==> config.mk <==
export PLATFORM = sky130hd
export DESIGN_NAME = id_stage_flat
export DESIGN_NICKNAME = d
export VERILOG_FILES = /design/src/rtl/id_pkg.sv /design/src/rtl/id_stage_if.sv /design/src/rtl/id_hazard_unit.sv /design/src/rtl/id_stage.sv /design/src/flat_wrapper.sv
export SDC_FILE = /design/constraint.sdc
export NUM_CORES = 1
export LEC_CHECK = 0
export BUFFER_PORTS_ARGS = -buffer_cell sky130_fd_sc_hd__buf_4
export CORE_MARGIN = 3
export CORE_UTILIZATION = 43
export DETAILED_ROUTE_END_ITERATION = 16
export PLACE_DENSITY = 0.67
export SYNTH_ARGS = -nofsm -noshare
export SYNTH_HDL_FRONTEND = slang
export SYNTH_SLANG_ARGS = --single-unit
==> constraint.sdc <==
create_clock -name clk -period 1.8 [get_ports clk]
set_input_delay 0.09 -clock clk [delete_from_list [all_inputs] [get_ports clk]]
set_output_delay 0.09 -clock clk [all_outputs]
set_load 0.1 [all_outputs]
==> src/rtl/id_pkg.sv <==
// Shared decode constants for the 10-bit, 8-register pipelined CPU:
// opcodes, jump-select and ALU codes, and the ID/EX control bundle.
package id_pkg;

    localparam int unsigned NUM_REGS = 8;
    localparam logic [2:0]  R_LA     = 3'd7;

    localparam logic [3:0] OP_ADD  = 4'b0000;
    localparam logic [3:0] OP_SUB  = 4'b0001;
    localparam logic [3:0] OP_AND  = 4'b0010;
    localparam logic [3:0] OP_OR   = 4'b0011;
    localparam logic [3:0] OP_ADDI = 4'b0100;
    localparam logic [3:0] OP_LW   = 4'b0101;
    localparam logic [3:0] OP_SW   = 4'b0110;
    localparam logic [3:0] OP_BEQ  = 4'b0111;
    localparam logic [3:0] OP_BNE  = 4'b1000;
    localparam logic [3:0] OP_JR   = 4'b1001;
    localparam logic [3:0] OP_LUI  = 4'b1010;
    localparam logic [3:0] OP_LLI  = 4'b1011;
    localparam logic [3:0] OP_HALT = 4'b1111;

    typedef enum logic [1:0] {
        JselNone = 2'b00,
        JselBeq  = 2'b01,
        JselBne  = 2'b10,
        JselJmp  = 2'b11
    } jsel_e;

    typedef enum logic [1:0] {
        AluAdd = 2'b00,
        AluSub = 2'b01,
        AluAnd = 2'b10,
        AluOr  = 2'b11
    } alu_sel_e;

    typedef struct packed {
        logic [2:0] reg_writesel;
        logic [1:0] hw_en;
        logic       reg_write_en;
        logic       ram_we;
        logic       imm_sel;
        logic       memtoreg;
        alu_sel_e   alu_sel;
    } ctrl_t;

endpackage

==> src/rtl/id_stage_if.sv <==
// Bundle of the decode stage's fetch/writeback/execute-facing signals.
// slave is the decode stage's view; master is the surrounding pipeline's.
interface id_stage_if #(
    parameter int unsigned DATA_W = 10
) ();
    logic              cache_Ready;
    logic [9:0]        instruction;
    logic [DATA_W-1:0] rs_write_M;
    logic [2:0]        write_sel_M;
    logic              reg_write_en_M;
    logic [DATA_W-1:0] ALU_EX;
    logic [DATA_W-1:0] Mem_M;
    logic [2:0]        write_sel_EX;
    logic              reg_write_en_EX;
    logic              MemtoReg_EX;

    logic [DATA_W-1:0] rs_out;
    logic [DATA_W-1:0] rt_out;
    logic [DATA_W-1:0] signextendimm_out;
    logic [DATA_W-1:0] la_out;
    logic [2:0]        reg_writesel_out;
    logic [2:0]        rd_sel1_out;
    logic [2:0]        rd_sel2_out;
    logic [4:0]        half_word_out;
    logic [1:0]        hw_en_out;
    logic              reg_write_en_out;
    logic              RAM_writeEnable_out;
    logic              imm_sel_out;
    logic              MemtoReg_out;
    logic [1:0]        ALU_sel_out;
    logic              j_cntrl_out;
    logic              PC_en_out;
    logic              PC_hazard;

    modport master (
        output cache_Ready, instruction, rs_write_M, write_sel_M, reg_write_en_M,
               ALU_EX, Mem_M, write_sel_EX, reg_write_en_EX, MemtoReg_EX,
        input  rs_out, rt_out, signextendimm_out, la_out, reg_writesel_out,
               rd_sel1_out, rd_sel2_out, half_word_out, hw_en_out, reg_write_en_out,
               RAM_writeEnable_out, imm_sel_out, MemtoReg_out, ALU_sel_out,
               j_cntrl_out, PC_en_out, PC_hazard
    );

    modport slave (
        input  cache_Ready, instruction, rs_write_M, write_sel_M, reg_write_en_M,
               ALU_EX, Mem_M, write_sel_EX, reg_write_en_EX, MemtoReg_EX,
        output rs_out, rt_out, signextendimm_out, la_out, reg_writesel_out,
               rd_sel1_out, rd_sel2_out, half_word_out, hw_en_out, reg_write_en_out,
               RAM_writeEnable_out, imm_sel_out, MemtoReg_out, ALU_sel_out,
               j_cntrl_out, PC_en_out, PC_hazard
    );
endinterface

==> src/rtl/id_hazard_unit.sv <==
// Load-use / branch hazard detection and branch-operand selection.
// ID_BRANCH_FWD_EN: forward EX/MEM results to branch operands instead of stalling.
module id_hazard_unit
    import id_pkg::*;
#(
    parameter int unsigned DATA_W = 10
) (
    input  logic [2:0]        rd_sel1_i,
    input  logic [2:0]        rd_sel2_i,
    input  jsel_e             jsel_i,
    input  logic [2:0]        idex_sel_i,
    input  logic              idex_we_i,
    input  logic              idex_load_i,
    input  logic [2:0]        ex_sel_i,
    input  logic              ex_we_i,
    input  logic              ex_load_i,
    input  logic [2:0]        m_sel_i,
    input  logic              m_we_i,
    input  logic [DATA_W-1:0] alu_ex_i,
    input  logic [DATA_W-1:0] mem_m_i,
    input  logic [DATA_W-1:0] rf_rd1_i,
    input  logic [DATA_W-1:0] rf_rd2_i,
    output logic              hazard_o,
    output logic [DATA_W-1:0] br_op1_o,
    output logic [DATA_W-1:0] br_op2_o
);

    // r0 is hardwired, so it never creates a dependency.
    function automatic logic src_hit(input logic [2:0] src, input logic [2:0] dst,
                                     input logic we);
        return we && (src == dst) && (src != 3'd0);
    endfunction

    logic idex_hit1, idex_hit2, ex_hit1, ex_hit2;
    logic is_branch, load_use, br_stall;

    assign idex_hit1 = src_hit(rd_sel1_i, idex_sel_i, idex_we_i);
    assign idex_hit2 = src_hit(rd_sel2_i, idex_sel_i, idex_we_i);
    assign ex_hit1   = src_hit(rd_sel1_i, ex_sel_i, ex_we_i);
    assign ex_hit2   = src_hit(rd_sel2_i, ex_sel_i, ex_we_i);
    assign is_branch = (jsel_i != JselNone);
    assign load_use  = idex_load_i && (idex_hit1 || idex_hit2);

`ifdef ID_BRANCH_FWD_EN
    logic m_hit1, m_hit2;

    assign m_hit1   = src_hit(rd_sel1_i, m_sel_i, m_we_i);
    assign m_hit2   = src_hit(rd_sel2_i, m_sel_i, m_we_i);
    // Only results not yet computed (EX loads, anything still in ID/EX) must stall.
    assign br_stall = is_branch &&
                      ((ex_load_i && (ex_hit1 || ex_hit2)) || idex_hit1 || idex_hit2);
    assign br_op1_o = (ex_hit1 && !ex_load_i) ? alu_ex_i : (m_hit1 ? mem_m_i : rf_rd1_i);
    assign br_op2_o = (ex_hit2 && !ex_load_i) ? alu_ex_i : (m_hit2 ? mem_m_i : rf_rd2_i);
`else
    logic unused_fwd;

    assign unused_fwd = ^{ex_load_i, m_sel_i, m_we_i, alu_ex_i, mem_m_i};
    assign br_stall   = is_branch && (ex_hit1 || ex_hit2 || idex_hit1 || idex_hit2);
    assign br_op1_o   = rf_rd1_i;
    assign br_op2_o   = rf_rd2_i;
`endif

    assign hazard_o = load_use || br_stall;

endmodule

==> src/rtl/id_stage.sv <==
// Decode stage: instruction decode, 8x10 register file, hazard stall, branch
// resolution and the ID/EX pipeline register. ID_BRANCH_FWD_EN enables branch forwarding.
module id_stage
    import id_pkg::*;
#(
    parameter int unsigned DATA_W = 10
) (
    input logic       clk,
    input logic       reset,
    id_stage_if.slave bus
);

    logic [3:0] op;
    logic [2:0] ra, rb;

    assign op = bus.instruction[9:6];
    assign ra = bus.instruction[5:3];
    assign rb = bus.instruction[2:0];

    ctrl_t ctrl_dec, ctrl_d, ctrl_q;
    jsel_e jsel;
    logic  pc_en;

    always_comb begin
        ctrl_dec              = '0;
        ctrl_dec.reg_writesel = ra;
        ctrl_dec.alu_sel      = AluAdd;
        jsel                  = JselNone;
        pc_en                 = 1'b1;
        case (op)
            OP_ADD, OP_SUB, OP_AND, OP_OR: begin
                ctrl_dec.reg_write_en = 1'b1;
                ctrl_dec.alu_sel      = alu_sel_e'(op[1:0]);
            end
            OP_ADDI: begin
                ctrl_dec.reg_write_en = 1'b1;
                ctrl_dec.imm_sel      = 1'b1;
            end
            OP_LW: begin
                ctrl_dec.reg_write_en = 1'b1;
                ctrl_dec.memtoreg     = 1'b1;
            end
            OP_SW:   ctrl_dec.ram_we = 1'b1;
            OP_BEQ:  jsel = JselBeq;
            OP_BNE:  jsel = JselBne;
            OP_JR:   jsel = JselJmp;
            OP_LUI: begin
                ctrl_dec.reg_writesel = R_LA;
                ctrl_dec.reg_write_en = 1'b1;
                ctrl_dec.hw_en        = 2'b10;
            end
            OP_LLI: begin
                ctrl_dec.reg_writesel = R_LA;
                ctrl_dec.reg_write_en = 1'b1;
                ctrl_dec.hw_en        = 2'b01;
            end
            OP_HALT: pc_en = 1'b0;
            default: ;
        endcase
    end

    logic [DATA_W-1:0] rf_q [NUM_REGS];
    logic [DATA_W-1:0] rf_rd1, rf_rd2;

    always_ff @(posedge clk) begin
        if (!reset) begin
            for (int unsigned i = 0; i < NUM_REGS; i++) begin
                rf_q[i] <= '0;
            end
        end else if (bus.reg_write_en_M && (bus.write_sel_M != 3'd0)) begin
            rf_q[bus.write_sel_M] <= bus.rs_write_M;
        end
    end

    // Write-through so a register written this cycle is read with its new value.
    assign rf_rd1 = (ra == 3'd0) ? '0 :
                    (bus.reg_write_en_M && (bus.write_sel_M == ra)) ? bus.rs_write_M : rf_q[ra];
    assign rf_rd2 = (rb == 3'd0) ? '0 :
                    (bus.reg_write_en_M && (bus.write_sel_M == rb)) ? bus.rs_write_M : rf_q[rb];

    logic              hazard;
    logic [DATA_W-1:0] br_op1, br_op2;

    id_hazard_unit #(
        .DATA_W (DATA_W)
    ) u_hazard (
        .rd_sel1_i   (ra),
        .rd_sel2_i   (rb),
        .jsel_i      (jsel),
        .idex_sel_i  (ctrl_q.reg_writesel),
        .idex_we_i   (ctrl_q.reg_write_en),
        .idex_load_i (ctrl_q.memtoreg),
        .ex_sel_i    (bus.write_sel_EX),
        .ex_we_i     (bus.reg_write_en_EX),
        .ex_load_i   (bus.MemtoReg_EX),
        .m_sel_i     (bus.write_sel_M),
        .m_we_i      (bus.reg_write_en_M),
        .alu_ex_i    (bus.ALU_EX),
        .mem_m_i     (bus.Mem_M),
        .rf_rd1_i    (rf_rd1),
        .rf_rd2_i    (rf_rd2),
        .hazard_o    (hazard),
        .br_op1_o    (br_op1),
        .br_op2_o    (br_op2)
    );

    logic take;

    always_comb begin
        take = 1'b0;
        case (jsel)
            JselBeq: take = (br_op1 == br_op2);
            JselBne: take = (br_op1 != br_op2);
            JselJmp: take = 1'b1;
            default: take = 1'b0;
        endcase
    end

    assign bus.j_cntrl_out = take && !hazard;
    assign bus.PC_hazard   = hazard;
    assign bus.PC_en_out   = pc_en;
    assign bus.la_out      = rf_q[R_LA];

    // A stalled instruction enters ID/EX as a bubble with all side effects off.
    always_comb begin
        ctrl_d = ctrl_dec;
        if (hazard) begin
            ctrl_d.reg_write_en = 1'b0;
            ctrl_d.ram_we       = 1'b0;
            ctrl_d.memtoreg     = 1'b0;
        end
    end

    logic [DATA_W-1:0] rs_q, rt_q, imm_q;
    logic [2:0]        sel1_q, sel2_q;
    logic [4:0]        hw_q;

    always_ff @(posedge clk) begin
        if (!reset) begin
            ctrl_q <= '0;
            rs_q   <= '0;
            rt_q   <= '0;
            imm_q  <= '0;
            sel1_q <= '0;
            sel2_q <= '0;
            hw_q   <= '0;
        end else if (bus.cache_Ready) begin
            ctrl_q <= ctrl_d;
            rs_q   <= rf_rd1;
            rt_q   <= rf_rd2;
            imm_q  <= {{(DATA_W-3){bus.instruction[2]}}, bus.instruction[2:0]};
            sel1_q <= ra;
            sel2_q <= rb;
            hw_q   <= bus.instruction[4:0];
        end
    end

    assign bus.rs_out              = rs_q;
    assign bus.rt_out              = rt_q;
    assign bus.signextendimm_out   = imm_q;
    assign bus.reg_writesel_out    = ctrl_q.reg_writesel;
    assign bus.rd_sel1_out         = sel1_q;
    assign bus.rd_sel2_out         = sel2_q;
    assign bus.half_word_out       = hw_q;
    assign bus.hw_en_out           = ctrl_q.hw_en;
    assign bus.reg_write_en_out    = ctrl_q.reg_write_en;
    assign bus.RAM_writeEnable_out = ctrl_q.ram_we;
    assign bus.imm_sel_out         = ctrl_q.imm_sel;
    assign bus.MemtoReg_out        = ctrl_q.memtoreg;
    assign bus.ALU_sel_out         = ctrl_q.alu_sel;

endmodule

==> src/flat_wrapper.sv <==
// flat-port wrapper written by rule: the top's interface ports become plain ports
module id_stage_flat import id_pkg::*;
#(
    parameter int unsigned DATA_W = 10
)
  (clk, reset, bus_cache_Ready, bus_instruction, bus_rs_write_M, bus_write_sel_M, bus_reg_write_en_M, bus_ALU_EX, bus_Mem_M, bus_write_sel_EX, bus_reg_write_en_EX, bus_MemtoReg_EX, bus_rs_out, bus_rt_out, bus_signextendimm_out, bus_la_out, bus_reg_writesel_out, bus_rd_sel1_out, bus_rd_sel2_out, bus_half_word_out, bus_hw_en_out, bus_reg_write_en_out, bus_RAM_writeEnable_out, bus_imm_sel_out, bus_MemtoReg_out, bus_ALU_sel_out, bus_j_cntrl_out, bus_PC_en_out, bus_PC_hazard);
  id_stage_if #(.DATA_W(DATA_W)) bus_i ();
  input logic clk;
  input logic reset;
  input wire logic [$bits(bus_i.cache_Ready)-1:0] bus_cache_Ready;
  input wire logic [$bits(bus_i.instruction)-1:0] bus_instruction;
  input wire logic [$bits(bus_i.rs_write_M)-1:0] bus_rs_write_M;
  input wire logic [$bits(bus_i.write_sel_M)-1:0] bus_write_sel_M;
  input wire logic [$bits(bus_i.reg_write_en_M)-1:0] bus_reg_write_en_M;
  input wire logic [$bits(bus_i.ALU_EX)-1:0] bus_ALU_EX;
  input wire logic [$bits(bus_i.Mem_M)-1:0] bus_Mem_M;
  input wire logic [$bits(bus_i.write_sel_EX)-1:0] bus_write_sel_EX;
  input wire logic [$bits(bus_i.reg_write_en_EX)-1:0] bus_reg_write_en_EX;
  input wire logic [$bits(bus_i.MemtoReg_EX)-1:0] bus_MemtoReg_EX;
  output wire logic [$bits(bus_i.rs_out)-1:0] bus_rs_out;
  output wire logic [$bits(bus_i.rt_out)-1:0] bus_rt_out;
  output wire logic [$bits(bus_i.signextendimm_out)-1:0] bus_signextendimm_out;
  output wire logic [$bits(bus_i.la_out)-1:0] bus_la_out;
  output wire logic [$bits(bus_i.reg_writesel_out)-1:0] bus_reg_writesel_out;
  output wire logic [$bits(bus_i.rd_sel1_out)-1:0] bus_rd_sel1_out;
  output wire logic [$bits(bus_i.rd_sel2_out)-1:0] bus_rd_sel2_out;
  output wire logic [$bits(bus_i.half_word_out)-1:0] bus_half_word_out;
  output wire logic [$bits(bus_i.hw_en_out)-1:0] bus_hw_en_out;
  output wire logic [$bits(bus_i.reg_write_en_out)-1:0] bus_reg_write_en_out;
  output wire logic [$bits(bus_i.RAM_writeEnable_out)-1:0] bus_RAM_writeEnable_out;
  output wire logic [$bits(bus_i.imm_sel_out)-1:0] bus_imm_sel_out;
  output wire logic [$bits(bus_i.MemtoReg_out)-1:0] bus_MemtoReg_out;
  output wire logic [$bits(bus_i.ALU_sel_out)-1:0] bus_ALU_sel_out;
  output wire logic [$bits(bus_i.j_cntrl_out)-1:0] bus_j_cntrl_out;
  output wire logic [$bits(bus_i.PC_en_out)-1:0] bus_PC_en_out;
  output wire logic [$bits(bus_i.PC_hazard)-1:0] bus_PC_hazard;
  assign bus_i.cache_Ready = bus_cache_Ready;
  assign bus_i.instruction = bus_instruction;
  assign bus_i.rs_write_M = bus_rs_write_M;
  assign bus_i.write_sel_M = bus_write_sel_M;
  assign bus_i.reg_write_en_M = bus_reg_write_en_M;
  assign bus_i.ALU_EX = bus_ALU_EX;
  assign bus_i.Mem_M = bus_Mem_M;
  assign bus_i.write_sel_EX = bus_write_sel_EX;
  assign bus_i.reg_write_en_EX = bus_reg_write_en_EX;
  assign bus_i.MemtoReg_EX = bus_MemtoReg_EX;
  assign bus_rs_out = bus_i.rs_out;
  assign bus_rt_out = bus_i.rt_out;
  assign bus_signextendimm_out = bus_i.signextendimm_out;
  assign bus_la_out = bus_i.la_out;
  assign bus_reg_writesel_out = bus_i.reg_writesel_out;
  assign bus_rd_sel1_out = bus_i.rd_sel1_out;
  assign bus_rd_sel2_out = bus_i.rd_sel2_out;
  assign bus_half_word_out = bus_i.half_word_out;
  assign bus_hw_en_out = bus_i.hw_en_out;
  assign bus_reg_write_en_out = bus_i.reg_write_en_out;
  assign bus_RAM_writeEnable_out = bus_i.RAM_writeEnable_out;
  assign bus_imm_sel_out = bus_i.imm_sel_out;
  assign bus_MemtoReg_out = bus_i.MemtoReg_out;
  assign bus_ALU_sel_out = bus_i.ALU_sel_out;
  assign bus_j_cntrl_out = bus_i.j_cntrl_out;
  assign bus_PC_en_out = bus_i.PC_en_out;
  assign bus_PC_hazard = bus_i.PC_hazard;
  id_stage #(.DATA_W(DATA_W)) u_core (.clk(clk), .reset(reset), .bus(bus_i));
endmodule
### Word level (Yosys, flattened, before mapping)

Memories as Yosys holds them, arrays and structs flattened.
Index checks and enable logic that the tools add are counted.

| word-level totals | value |
|---|---|
| register bits | 45 |
| memory bits (writable) | 80 |
| bits of input ports | 52 |
| output and inout bits | 65 |
| word-level logic and storage cells | 89 |
| memories kept | 1 |

| cells by class | value |
|---|---|
| equality and inequality tests | 23 |
| multiplexer cells | 22 |
| reductions and logical operators | 30 |

Memory list:

| name | depth | width | rd ports | clocked after memory_dff | write ports | line | RTL |
|---|---|---|---|---|---|---|---|
| u_core.rf_q | 8 | 10 | 3 | 0 | 8 | id_stage.sv:62 | `logic [DATA_W-1:0] rf_q [NUM_REGS];` |

Operators by type and width:

| kind | number |
|---|---|
| 10-bit two-way mux | 5 |
| 4-bit equality test (second input constant) | 5 |
| 3-bit equality test | 6 |
| 4-bit by 3-bit equality test with 1-bit output (second input constant) | 4 |
| 1-bit logical AND | 14 |
| 1-bit two-way mux | 11 |
| 10-bit equality test | 1 |
| 10-bit != test | 1 |
| 5-bit one-hot mux with 2 select lines | 1 |
| 10-bit OR reduction | 1 |
| 3-bit nonzero test | 3 |
| 4-bit by 2-bit equality test with 1-bit output (second input constant) | 2 |
| 8-bit OR reduction | 1 |
| 3-bit zero test | 2 |
| 2-bit one-hot mux with 3 select lines | 1 |
| 1-bit logical OR | 5 |
| 2-bit equality test (second input constant) | 2 |
| 4-bit by 1-bit equality test with 1-bit output (second input constant) | 1 |
| 4-bit zero test | 1 |
| 2-bit two-way mux | 2 |
| 4-bit OR reduction | 1 |
| 3-bit two-way mux | 1 |
| 1-bit one-hot mux with 3 select lines | 1 |
| 2-bit by 1-bit equality test with 1-bit output (second input constant) | 1 |
| other kinds (2) | 2 |

### Longest topological paths before layout

Gate-level depths: netlist of run 1.

| depth | value |
|---|---|
| depth in word-level cells | 10 |
| mapped depth | 11 |
| depth with buffers taken out | 8 |

### By module

From an unflattened synthesis of run 1, not the netlist that was laid out.

| unflattened totals | value |
|---|---|
| cells, all modules | 588 |
| area, all modules | 6555.0 um^2 |

Modules (own cells, without submodules):

| module | instances | cells each | area an instance (um^2) | sequential area each (um^2) |
|---|---|---|---|---|
| id_stage | 1 | 539 | 6177.2 | 3143.0 |
| id_hazard_unit | 1 | 49 | 377.9 | 0.0 |

### Least setup slack after synthesis of run 1

Ideal clock, no wire load.

| timing | value |
|---|---|
| kind | reg-to-output |
| start point | register u_core.ctrl_q, in the netlist u_core.bus.reg_writesel_out[1] |
| end point | output port bus_j_cntrl_out |
| arrival | 3.099 ns |
| required time | 1.710 ns |
| slack | -1.389 ns |
| stages on the path, launching flop included | 7 |
| buffers on the path | 0 |
| cells stage by stage | dfxtp_1 -> xor2_1 -> a211oi_1 -> o221ai_1 -> nand2_1 -> inv_1 -> o2111a_1 |

| on the way | value |
|---|---|
| longest elaborated chain between the ends | 9 |
| elaborated cells on any way between the ends | 14 |
| those cells by class | eq/ne: 2; reduce/logical: 12 |

Ends and longest elaborated chain:

| element | line | RTL |
|---|---|---|
| start, declared | id_stage.sv:20 | `ctrl_t ctrl_dec, ctrl_d, ctrl_q;` |
| start signal, assigned | id_stage.sv:148 | `ctrl_q <= ctrl_d;` |
| 3-bit equality test | id_hazard_unit.sv:31 | `return we && (src == dst) && (src != 3'd0);` |
| 1-bit logical AND (2 in series) | id_hazard_unit.sv:31 |  |
| 1-bit logical OR (2 in series) | id_hazard_unit.sv:58 | `assign br_stall = is_branch && (ex_hit1 \|\| ex_hit2 \|\| idex_hit1 \|\| idex_hit2);` |
| 1-bit logical AND | id_hazard_unit.sv:58 |  |
| 1-bit logical OR (*) | id_hazard_unit.sv:63 | `assign hazard_o = load_use \|\| br_stall;` |
| net bus_PC_hazard | flat_wrapper.sv:36 | `output wire logic [$bits(bus_i.PC_hazard)-1:0] bus_PC_hazard;` |
| 1-bit zero test (*) | id_stage.sv:119 | `assign bus.j_cntrl_out = take && !hazard;` |
| 1-bit logical AND (*) | id_stage.sv:119 |  |
| end, declared | flat_wrapper.sv:34 | `output wire logic [$bits(bus_i.j_cntrl_out)-1:0] bus_j_cntrl_out;` |

The timed path passes the listed nets; every way through them passes the cells marked *.

==> load_flow_metrics.sql, run 1 <==
INSERT INTO impl_metrics (metric_group, metric, value, unit) VALUES
('sta', 'final-max-slew-violation-count', '0', ''),
('clock_tree', 'clkTransAtPathRegs', '0.05', 'ns'),
('global_routing', 'grt.overflow.total', '0', ''),
('global_routing', 'grt_first_pass_wirelength', '25900', 'um'),
('finish', 'final_layout_size_suffix_gt1_share', '38.4', '%'),
('global_routing', 'antenna_found_initial', '0', ''),
('finish', 'utilization', '58.0', '%'),
('synth', 'synth-simple-area-share', '14.8', '%'),
('routing', 'detailroute.wirelength.met3', '993', 'um'),
('synth', 'synth_mux_area_share', '21.4', '%'),
('synth', 'compound_gate_fraction_of_synth_area', '5.53', '%'),
('worst_setup_path', 'worst-setup-path-type', 'flip-flop to output port', ''),
('sta', 'tns', '-1.12', 'ns'),
('outcome', 'failing_checks', 'setup timing', ''),
('routing', 'route.met2.wl', '8280', 'um'),
('sta', 'worst-slew-pin-transition', '0.796', 'ns'),
('sta', 'rsz0062_at_grt', 'yes', ''),
('routing', 'viasPerCell', '5.39', ''),
('routing', 'drc_errors', '0', ''),
('synth', 'syn_area_per_cell', '12.3', 'um^2'),
('finish', 'n_antenna_cell', '0', ''),
('sta', 'hold_ws', '0.0253', 'ns'),
('global_routing', 'groute.usage.overall', '20.6', '%'),
('floorplanning', 'die-area', '16500', 'um^2'),
('worst_setup_path', 'timing.critical_path.to_type', 'output port', ''),
('synth', 'postSynthCellCount', '527', ''),
('worst_setup_path', 'worst-endpoint-arrival', '2.80', 'ns'),
('power_and_ir_drop', 'power.switching', '0.00262', 'W'),
('synth', 'synth-xor-area-share', '3.37', '%'),
('routing', 'wl_per_cell', '19.2', 'um'),
('sta', 'max_clock_freq', '0.345', 'GHz'),
('placed_design', 'place_congestion', '0.811', ''),
('run', 'max_cap_violations', '0', ''),
('placed_design', 'port_buffers', '95', ''),
('synth', 'synth_top_family_by_area', 'multiplexers', ''),
('synth', 'synth_sequential_area_ratio', '48.6', '%'),
('clock_tree', 'clock_sink_count', '117', ''),
('routing', 'dr.pass1.iters', '5', ''),
('clock_tree', 'clk_root_buffer_cell', 'clkbuf_16', ''),
('clock_tree', 'maximum_clock_insertion_buffer_count', '2', ''),
('power_and_ir_drop', 'combPwrFrac', '23.0', '%'),
('sta', 'post-route-worst-setup-slack', '-1.09', 'ns'),
('sta', 'hold_viol_final', '0', ''),
('global_routing', 'via_count_of_the_first_global_routing_pass', '4737', ''),
('clock_tree', 'cts.htree.levels', '4', ''),
('clock_tree', 'cts_tree', 'built', ''),
('power_and_ir_drop', 'p_leak', '3.53', 'nW'),
('synth', 'yosys.area_share.adder', '0', '%'),
('sta', 'finalSetupViolations', '2', ''),
('global_routing', 'grt_max_degree', '38', ''),
('synth', 'yosysUniqueCellTypes', '44', ''),
('finish', 'num-nets-final', '739', ''),
('worst_setup_path', 'worst-endpoint-required', '1.71', 'ns'),
('power_and_ir_drop', 'power', '0.00871', 'W'),
('routing', 'met1_length', '7530', 'um'),
('power_and_ir_drop', 'power_frac_seq', '36.6', '%'),
('power_and_ir_drop', 'power.share.switching', '30.1', '%'),
('sta', 'layout_worst_path_cycle_share', '161', '%'),
('routing', 'drt.antenna.violating_nets', '0', ''),
('clock_tree', 'clk-insertion-delay-late', '0.42', 'ns'),
('outcome', 'outcome', 'finished with violations', ''),
('power_and_ir_drop', 'cellInternalPower', '0.00608', 'W'),
('finish', 'mostFrequentLayoutCells', 'buf_4, and2_1, edfxtp_1', ''),
('routing', 'drt_iter0_drc', '389', ''),
('sta', 'worst_relative_slew_slack', '46.7', '%'),
('synth', 'synth_area', '6470', 'um^2'),
('finish', 'area_growth', '31.4', '%'),
('floorplanning', 'num_rows', '44', ''),
('finish', 'layout_commonest_cell', 'buf_4', ''),
('synth', 'synth_warnings', '0', ''),
('routing', 'routed.top_layer', 'met4', '');
==> metal layers <==
| metal | vias up | GRT usage, % |
|---|---|---|
| met4 | 0 | 6.05 |
| met2 | 165 | 33.2 |
| li1 | 2217 | - |
| met5 | - | 0 |
| met1 | 2368 | 28.2 |
| met3 | 15 | 4.61 |
==> sequential cells by signal, indices dropped and copies added, names as in the netlist, 2 cells and up <==
register,cells
u_core.bus.rt_out,10
u_core.rf_q,80
u_core.bus.half_word_out,4
u_core.bus.rd_sel1_out,2
u_core.bus.ALU_sel_out,2
u_core.bus.reg_writesel_out,3
u_core.bus.rs_out,10
u_core.bus.hw_en_out,2
==> repair_timing <==
item | 4_1_cts | 5_1_grt
hold endpoints to repair | 1 | 0
pin swaps | 6 | 13
gates resized for setup | 9 | 8
hold buffers | 1 | 0
setup endpoints to repair | 4 | 15
setup buffers | 3 | 11
==> synth_stat cells (all sizes together) <==
| library cell | instances | area share, % |
|---|---|---|
| and2 | 83 | 8.0 |
| edfxtp | 80 | 37 |
| mux2i | 51 | 7.9 |
| buf | 40 | 4.9 |
| mux4 | 38 | 13 |
| dfxtp | 37 | 11 |
| nor2 | 37 | 2.1 |
| nand2 | 22 | 1.3 |
| o21ai | 22 | 1.7 |
| xor2 | 18 | 2.4 |
| inv | 15 | 0.87 |
| o211ai | 13 | 1.6 |
| a21oi | 12 | 0.93 |
| clkbuf | 8 | 0.46 |
| nand2b | 8 | 0.77 |
| nor3 | 6 | 0.62 |
| xnor2 | 6 | 0.93 |
| a211oi | 4 | 0.46 |
| a31oi | 3 | 0.29 |
| nand3 | 3 | 0.23 |
| nand3b | 3 | 0.35 |
| nand4 | 3 | 0.29 |
| nand4b | 2 | 0.27 |
| nor3b | 2 | 0.23 |
| or3 | 2 | 0.19 |
| a41o | 1 | 0.15 |
| and3 | 1 | 0.097 |
| conb | 1 | 0.058 |
| mux2 | 1 | 0.17 |
| nor2b | 1 | 0.097 |
| nor4 | 1 | 0.19 |
| o2111a | 1 | 0.17 |
| o221ai | 1 | 0.14 |
| o22ai | 1 | 0.097 |
==> power groups by stage <==
stage	clock network (W)	registers [W]	logic (W)
after floorplan	0	0.00371	0.000893
after global placement	0	0.00322	0.00195
after detailed placement	0	0.00323	0.00197
after CTS	0.00356	0.00318	0.00199
after global routing	0.00369	0.00320	0.00211
final	0.00352	0.00318	0.00201
==> area by class of cell <==
type	count	area [um^2]	area share, %
flip-flops and latches	117	3160	37.1
multi-input cells	356	3000	35.3
repair buffers	180	1450	17.0
clock buffers	17	425	5.01
well taps	184	230	2.71
clock inverters	15	185	2.18
inverters	15	56.3	0.662
==> path summary, 6_finish.rpt <==
check	start	end	slack (ns)	cells past startpoint
max reg2reg	u_core.rf_q[7][3]	u_core.bus.rt_out[3]	0.01	7
max	u_core.rf_q[7][9]	bus_j_cntrl_out	-1.09	9
min	bus_instruction[6]	u_core.bus.hw_en_out[1]	0.03	3
min reg2reg	u_core.bus.hw_en_out[1]	u_core.bus.hw_en_out[1]	0.48	2
==> through the flow <==
step                      instance area, um^2  setup slack [ns]  cells
after floorplan                          6530             -1.05    536
after global placement                   7770            -0.783    845
after detailed placement                 7770            -0.776    845
after CTS                                8450             -1.11    881
after global routing                     8500             -1.24    884
final                                    8500             -1.09    884
==> cell families after synthesis <==
group | Yosys count
other | 1
buffers and inverters | 63
muxes | 90
xor gates and xnor gates | 24
DFF | 117
AOI/OAI and AO/OA | 58
and+or+nand+nor | 174
==> critical path, stage by stage, from the launching register on <==
cell	delay, ns
edfxtp_1	0.40
mux4_2	0.48
mux2i_1	0.17
nand2_1	0.08
o211ai_1	0.15
xor2_1	0.13
nor4_2	0.34
and3_1	0.23
o2111a_2	0.23
buf_12	0.18
(Power assumes the default switching activity.)
==> run 2, diff against run 1 <==
--- a/config.mk
+++ b/config.mk
@@ -6,6 +6,7 @@
 export NUM_CORES = 1
 export LEC_CHECK = 0
 export BUFFER_PORTS_ARGS = -buffer_cell sky130_fd_sc_hd__buf_4
+export CORE_ASPECT_RATIO = 1.4
 export CORE_MARGIN = 3
 export CORE_UTILIZATION = 43
 export DETAILED_ROUTE_END_ITERATION = 16
==> run 2 against run 1 <==
  * The flow still finishes with violations (setup timing)
  * Combinational power hardly changed
  * Cell count is 1.0% higher
  * Worst setup slack improved by 0.092 ns
  * Via count about the same
  * Non-clock buffer count rose by 6
  * Critical path type unchanged
  * Critical endpoint unchanged
==> load_flow_metrics.sql, run 2 (synthesis gave the netlist of run 1 again) <==
INSERT INTO impl_metrics (metric_group, metric, value, unit) VALUES
('finish', 'multi_input_comb_area', '2990', 'um^2'),
('placed_design', 'port_buffers', '95', ''),
('clock_tree', 'cts_tree', 'built', ''),
('finish', 'final_layout_size_suffix_gt1_share', '38.4', '%'),
('finish', 'mostFrequentLayoutCells', 'buf_4, and2_1, edfxtp_1', ''),
('outcome', 'outcome', 'finished with violations', ''),
('power_and_ir_drop', 'power_density', '1010', 'nW/um^2'),
('global_routing', 'grt_max_degree', '39', ''),
('floorplanning', 'initial_utilization', '44.4', '%'),
('floorplanning', 'num_rows', '52', ''),
('finish', 'nFillCells', '1203', ''),
('floorplanning', 'fp.dieH', '151', 'um'),
('placed_design', 'dp_worst_setup_slack', '-0.738', 'ns'),
('finish', 'n_antenna_cell', '0', ''),
('sta', 'rsz0062_at_grt', 'yes', ''),
('routing', 'dr.pass1.iters', '5', ''),
('clock_tree', 'cts.htree.levels', '4', ''),
('routing', 'via_count', '4769', ''),
('worst_setup_path', 'worst-path-max-fanout', '2', ''),
('power_and_ir_drop', 'power.share.switching', '29.5', '%'),
('power_and_ir_drop', 'power.switching', '0.00254', 'W'),
('global_routing', 'via_count_of_the_first_global_routing_pass', '4837', ''),
('global_routing', 'grt.overflow.total', '0', ''),
('routing', 'wl_per_cell', '18.3', 'um'),
('finish', 'largest-register', 'u_core.rf_q', ''),
('sta', 'max_clock_freq', '0.357', 'GHz'),
('routing', 'drt.antenna.violating_nets', '0', ''),
('power_and_ir_drop', 'power', '0.00860', 'W'),
('power_and_ir_drop', 'combPwrFrac', '23.2', '%'),
('sta', 'final-max-slew-violation-count', '0', ''),
('global_routing', 'grt_first_pass_wirelength', '25400', 'um'),
('sta', 'post-route-worst-setup-slack', '-1.00', 'ns'),
('sta', 'finalSetupViolations', '2', ''),
('run', 'max_cap_violations', '0', ''),
('floorplanning', 'die-width', '110', 'um'),
('routing', 'drt_iter0_drc', '266', ''),
('finish', 'area_growth', '31.7', '%'),
('power_and_ir_drop', 'pwr-share-clk', '39.8', '%'),
('worst_setup_path', 'timing.critical_path.to_type', 'output port', ''),
('power_and_ir_drop', 'cellInternalPower', '0.00606', 'W'),
('finish', 'num-nets-final', '745', ''),
('power_and_ir_drop', 'p_leak', '3.54', 'nW'),
('worst_setup_path', 'crit_path_start_kind', 'flip-flop', ''),
('sta', 'worst-slew-pin-transition', '0.517', 'ns'),
('clock_tree', 'clock_sink_count', '117', ''),
('placed_design', 'place_congestion', '0.830', ''),
('routing', 'routed_wirelength', '16400', 'um'),
('finish', 'max_reg_flops', '80', ''),
('routing', 'drc_errors', '0', ''),
('min_path', 'hold_class', 'primary input to flip-flop', ''),
('worst_setup_path', 'worst-endpoint-required', '1.71', 'ns'),
('floorplanning', 'num_io_pins', '117', ''),
('clock_tree', 'maximum_clock_insertion_buffer_count', '2', ''),
('placed_design', 'hpwl', '12500', 'um'),
('sta', 'timing.clock.skew', '0.00791', 'ns'),
('worst_setup_path', 'worst-endpoint-arrival', '2.71', 'ns'),
('routing', 'viasPerCell', '5.34', ''),
('global_routing', 'groute.usage.overall', '20.4', '%'),
('sta', 'hold_viol_final', '0', ''),
('power_and_ir_drop', 'power_frac_seq', '37.0', '%'),
('clock_tree', 'number_of_buffers_inserted_during_clock_tree_synthesis', '17', ''),
('sta', 'layout_worst_path_cycle_share', '156', '%'),
('sta', 'tns', '-1.03', 'ns'),
('clock_tree', 'clkTransAtPathRegs', '0.05', 'ns'),
('sta', 'finalCriticalPeriod', '2.80', 'ns'),
('floorplanning', 'fp.coreArea', '14600', 'um^2'),
('worst_setup_path', 'worst-setup-path-type', 'flip-flop to output port', ''),
('clock_tree', 'clk_root_buffer_cell', 'clkbuf_16', ''),
('clock_tree', 'clk-insertion-delay-late', '0.41', 'ns'),
('sta', 'worst_relative_slew_slack', '65.5', '%'),
('finish', 'layout_commonest_cell', 'buf_4', ''),
('finish', 'sequential_cell_area', '3160', 'um^2'),
('global_routing', 'antenna_found_initial', '0', ''),
('floorplanning', 'die-area', '16600', 'um^2'),
('power_and_ir_drop', 'peakVddDrop', '0.739', 'mV'),
('outcome', 'failing_checks', 'setup timing', '');
-- run 2: changes by cell type in the layout (fill, tap and decap cells not counted), sizes merged --
cell    before  now
clkinv       8    7
clkbuf      17   18
inv         17   15
buf        179  185
-- run 2: routing by layer --
metal / vias up / routed length, um / global-route usage (%)
li1: 2230 / - / -
met1: 2324 / 6450 / 23.5
met2: 186 / 8810 / 37.3
met3: 29 / 759 / 3.45
met4: 0 / 372 / 7.80
met5: - / 0 / 0
-- run 2: area by class of cell --
cell class / count / share of cell area, %
clock inverters: 12 / 1.91
well taps: 189 / 2.78
inverters: 15 / 0.661
clock buffers: 18 / 5.04
flip-flops and latches: 117 / 37.1
multi-input cells: 356 / 35.1
repair buffers: 186 / 17.4
-- run 2: power by group through the flow --
stage / logic, W / clock network [W] / registers (W)
floorplan: 0.000893 / 0 / 0.00371
global placement: 0.00196 / 0 / 0.00321
detailed placement: 0.00198 / 0 / 0.00323
CTS: 0.00200 / 0.00346 / 0.00318
global route: 0.00212 / 0.00358 / 0.00320
finish: 0.00200 / 0.00342 / 0.00318
-- run 2: worst paths after layout --
kind / cells after the start / start / to / slack, ns
max: 9 / u_core.rf_q[6][3] / bus_j_cntrl_out / -1.00
min: 3 / bus_instruction[6] / u_core.bus.hw_en_out[1] / 0.03
max reg2reg: 7 / u_core.rf_q[7][1] / u_core.bus.rt_out[1] / -0.03
min reg2reg: 2 / u_core.bus.hw_en_out[0] / u_core.bus.hw_en_out[0] / 0.48
-- run 2: repair_timing --
action                                  4_1_cts  5_1_grt
resized for setup                            10        5
endpoints found under the setup margin        3        9
pin swaps                                     4        7
setup buffers                                 2        7
hold endpoints to repair                      1        0
hold buffers                                  1        0
-- run 2: through the flow --
step                      cells  hold WS (ns)  util (%)  area (um^2)
after floorplan             536         0.218         -         6530
final                       893        0.0287      58.4         8520
after detailed placement    859         0.428      53.7         7830
after global placement      859         0.424      53.7         7830
after CTS                   892       0.00951      58.3         8490
after global routing        893        0.0382      58.4         8520
-- run 2: critical path: stages, from the launching register on --
cell and delay [ns]:
edfxtp_1 0.42, mux4_2 0.47, mux2i_1 0.14, nand2_1 0.07, o211ai_1 0.14, xor2_1 0.13
nor4_2 0.34, and3_1 0.21, o2111a_2 0.22, buf_12 0.18
==> run 3, diff against run 2 <==
--- a/config.mk
+++ b/config.mk
@@ -10,7 +10,7 @@
 export CORE_MARGIN = 3
 export CORE_UTILIZATION = 43
 export DETAILED_ROUTE_END_ITERATION = 16
-export PLACE_DENSITY = 0.67
+export MAX_ROUTING_LAYER = met4
 export SYNTH_ARGS = -nofsm -noshare
 export SYNTH_HDL_FRONTEND = slang
 export SYNTH_SLANG_ARGS = --single-unit
==> constraint.sdc (replaced) <==
create_clock -name clk -period 3.1 [get_ports clk]
set_input_delay 0.155 -clock clk [delete_from_list [all_inputs] [get_ports clk]]
set_output_delay 0.155 -clock clk [all_outputs]
set_load 0.1 [all_outputs]
==> run 3 against run 2 <==
  * Die area did not move
  * The flow now finishes without violations
  * First-iteration DRC count fell by 5.3%
  * Clock power fell by 38%
  * Cell area fell by 7.2%
  * Flip-flop and latch count did not move
  * Clock-buffer cell count did not move
  * Cell count fell by 8.0%
==> load_flow_metrics.sql, run 3 (synthesis gave the netlist of run 1 again) <==
INSERT INTO impl_metrics (metric_group, metric, value, unit) VALUES
('clock_tree', 'cts_tree', 'built', ''),
('global_routing', 'via_count_of_the_first_global_routing_pass', '4498', ''),
('routing', 'drc_errors', '0', ''),
('worst_setup_path', 'crit_path_end', 'bus_j_cntrl_out', ''),
('finish', 'max_reg_flops', '80', ''),
('finish', 'nFillCells', '1300', ''),
('worst_setup_path', 'worst-endpoint-arrival', '2.79', 'ns'),
('clock_tree', 'cts.htree.levels', '4', ''),
('finish', 'finalInstanceArea', '7900', 'um^2'),
('clock_tree', 'clock_sink_count', '117', ''),
('routing', 'dr.pass1.iters', '5', ''),
('global_routing', 'grt_first_pass_wirelength', '24500', 'um'),
('worst_setup_path', 'reg2reg_slack', '1.28', 'ns'),
('run', 'max_cap_violations', '0', ''),
('floorplanning', 'die-width', '110', 'um'),
('routing', 'routed_wirelength', '15900', 'um'),
('global_routing', 'antenna_found_initial', '0', ''),
('power_and_ir_drop', 'power', '0.00500', 'W'),
('sta', 'hold_viol_final', '0', ''),
('clock_tree', 'number_of_buffers_inserted_during_clock_tree_synthesis', '17', ''),
('power_and_ir_drop', 'p_leak', '3.18', 'nW'),
('floorplanning', 'num_rows', '52', ''),
('routing', 'drt_iter0_drc', '252', ''),
('finish', 'final_layout_size_suffix_gt1_share', '29.7', '%'),
('routing', 'wl_per_cell', '19.3', 'um'),
('clock_tree', 'clk-insertion-delay-late', '0.41', 'ns'),
('floorplanning', 'num_io_pins', '117', ''),
('clock_tree', 'maximum_clock_insertion_buffer_count', '2', ''),
('placed_design', 'dpl.cell_count', '787', ''),
('sta', 'finalSetupViolations', '0', ''),
('placed_design', 'detailed_place.area', '7230', 'um^2'),
('global_routing', 'grt.overflow.total', '0', ''),
('placed_design', 'hpwl', '11400', 'um'),
('worst_setup_path', 'timing.rr.end', 'u_core.bus.rs_out[8]', ''),
('finish', 'layout_commonest_cell', 'buf_4', ''),
('floorplanning', 'die-area', '16600', 'um^2'),
('global_routing', 'grt_max_degree', '45', ''),
('worst_setup_path', 'crit_path_start', 'u_core.rf_q[7][3]', ''),
('sta', 'timing.clock.skew', '0.00727', 'ns'),
('placed_design', 'dp_worst_setup_slack', '0.253', 'ns'),
('worst_setup_path', 'timing.critical_path.to_type', 'output port', ''),
('worst_setup_path', 'worst-path-max-fanout', '3', ''),
('placed_design', 'port_buffers', '95', ''),
('power_and_ir_drop', 'peakVddDrop', '0.285', 'mV'),
('finish', 'area_growth', '22.2', '%'),
('worst_setup_path', 'worst_r2r_path_depth', '7', ''),
('clock_tree', 'clkTransAtPathRegs', '0.06', 'ns'),
('outcome', 'outcome', 'completed', ''),
('placed_design', 'place_congestion', '0.803', ''),
('min_path', 'hold_class', 'primary input to flip-flop', ''),
('finish', 'largest-register', 'u_core.rf_q', ''),
('finish', 'num-nets-final', '672', ''),
('sta', 'max_clock_freq', '0.339', 'GHz'),
('power_and_ir_drop', 'power_density', '633', 'nW/um^2'),
('sta', 'worst_relative_slew_slack', '48.2', '%'),
('sta', 'final-max-slew-violation-count', '0', ''),
('finish', 'final_cell_count_no_fill', '822', ''),
('finish', 'mostFrequentLayoutCells', 'buf_4, and2_1, edfxtp_1', ''),
('sta', 'finalCriticalPeriod', '2.95', 'ns'),
('worst_setup_path', 'worst-endpoint-required', '2.94', 'ns'),
('routing', 'viasPerCell', '5.37', ''),
('worst_setup_path', 'crit_path_start_kind', 'flip-flop', ''),
('sta', 'layout_worst_path_cycle_share', '95.1', '%'),
('worst_setup_path', 'regToRegStartpoint', 'u_core.rf_q[7][8]', ''),
('routing', 'via_count', '4411', ''),
('finish', 'n_antenna_cell', '0', ''),
('routing', 'drt.antenna.violating_nets', '0', ''),
('clock_tree', 'postCtsHoldBufs', '0', ''),
('min_path', 'hp-start', 'bus_instruction[6]', ''),
('sta', 'worst-slew-pin-transition', '0.774', 'ns'),
('worst_setup_path', 'worst-setup-path-type', 'flip-flop to output port', ''),
('sta', 'post-route-worst-setup-slack', '0.152', 'ns'),
('floorplanning', 'fp.coreArea', '14600', 'um^2'),
('floorplanning', 'initial_utilization', '44.4', '%'),
('floorplanning', 'fp.dieH', '151', 'um'),
('global_routing', 'groute.usage.overall', '20.5', '%'),
('clock_tree', 'clk_root_buffer_cell', 'clkbuf_16', '');
## run 3: stage by stage
step	utilization, %	hold slack (ns)	TNS (ns)
floorplan	-	0.286	0
CTS	54.0	0.0812	0
global route	54.2	0.117	-0.0156
detailed placement	49.6	0.468	0
finish	54.2	0.0904	0
global placement	49.6	0.462	0
## run 3: critical path, stage by stage, from the launching register on
cell,delay [ns]
edfxtp_1,0.42
mux4_2,0.49
mux2i_1,0.17
nand2_1,0.07
o211ai_1,0.15
xor2_1,0.12
nor4_2,0.36
buf_4,0.16
nand4b_1,0.09
o2111a_2,0.19
buf_12,0.17
## run 3: cell type report
class | instances | area [um^2] | share of cell area [%]
flip-flops and latches | 117 | 3150 | 39.8
multi-input cells | 356 | 2950 | 37.4
repair buffers | 113 | 873 | 11.1
clock buffers | 18 | 429 | 5.43
well taps | 189 | 236 | 2.99
clock inverters | 14 | 208 | 2.63
inverters | 15 | 56.3 | 0.712
## run 3: how the worst min path moves through the flow
stage                                          end  cells after the start
floorplan           u_core.bus.reg_writesel_out[0]                      2
global placement            u_core.bus.imm_sel_out                      2
detailed placement         u_core.bus.hw_en_out[0]                      2
CTS                        u_core.bus.hw_en_out[0]                      3
global route                     u_core.rf_q[6][8]                      2
finish                     u_core.bus.hw_en_out[0]                      3
## run 3: layer usage
layer  part of all wire, %  wire [um]  track usage [%]
met3                   5.3        846             4.18
met4                   1.5        231             6.55
met1                    40       6370             23.6
met2                    53       8420             35.6
met5                     0          0                -
## run 3: repair_timing
action,4_1_cts,5_1_grt
gates resized for setup,0,3
setup endpoints to repair,0,1
buffers inserted,0,3
## run 3: where the power goes
group / switching, W / internal (W) / total [W]
logic: 0.000714 / 0.000332 / 0.00105
clock network: 0.000695 / 0.00142 / 0.00211
registers: 0.0000643 / 0.00178 / 0.00184
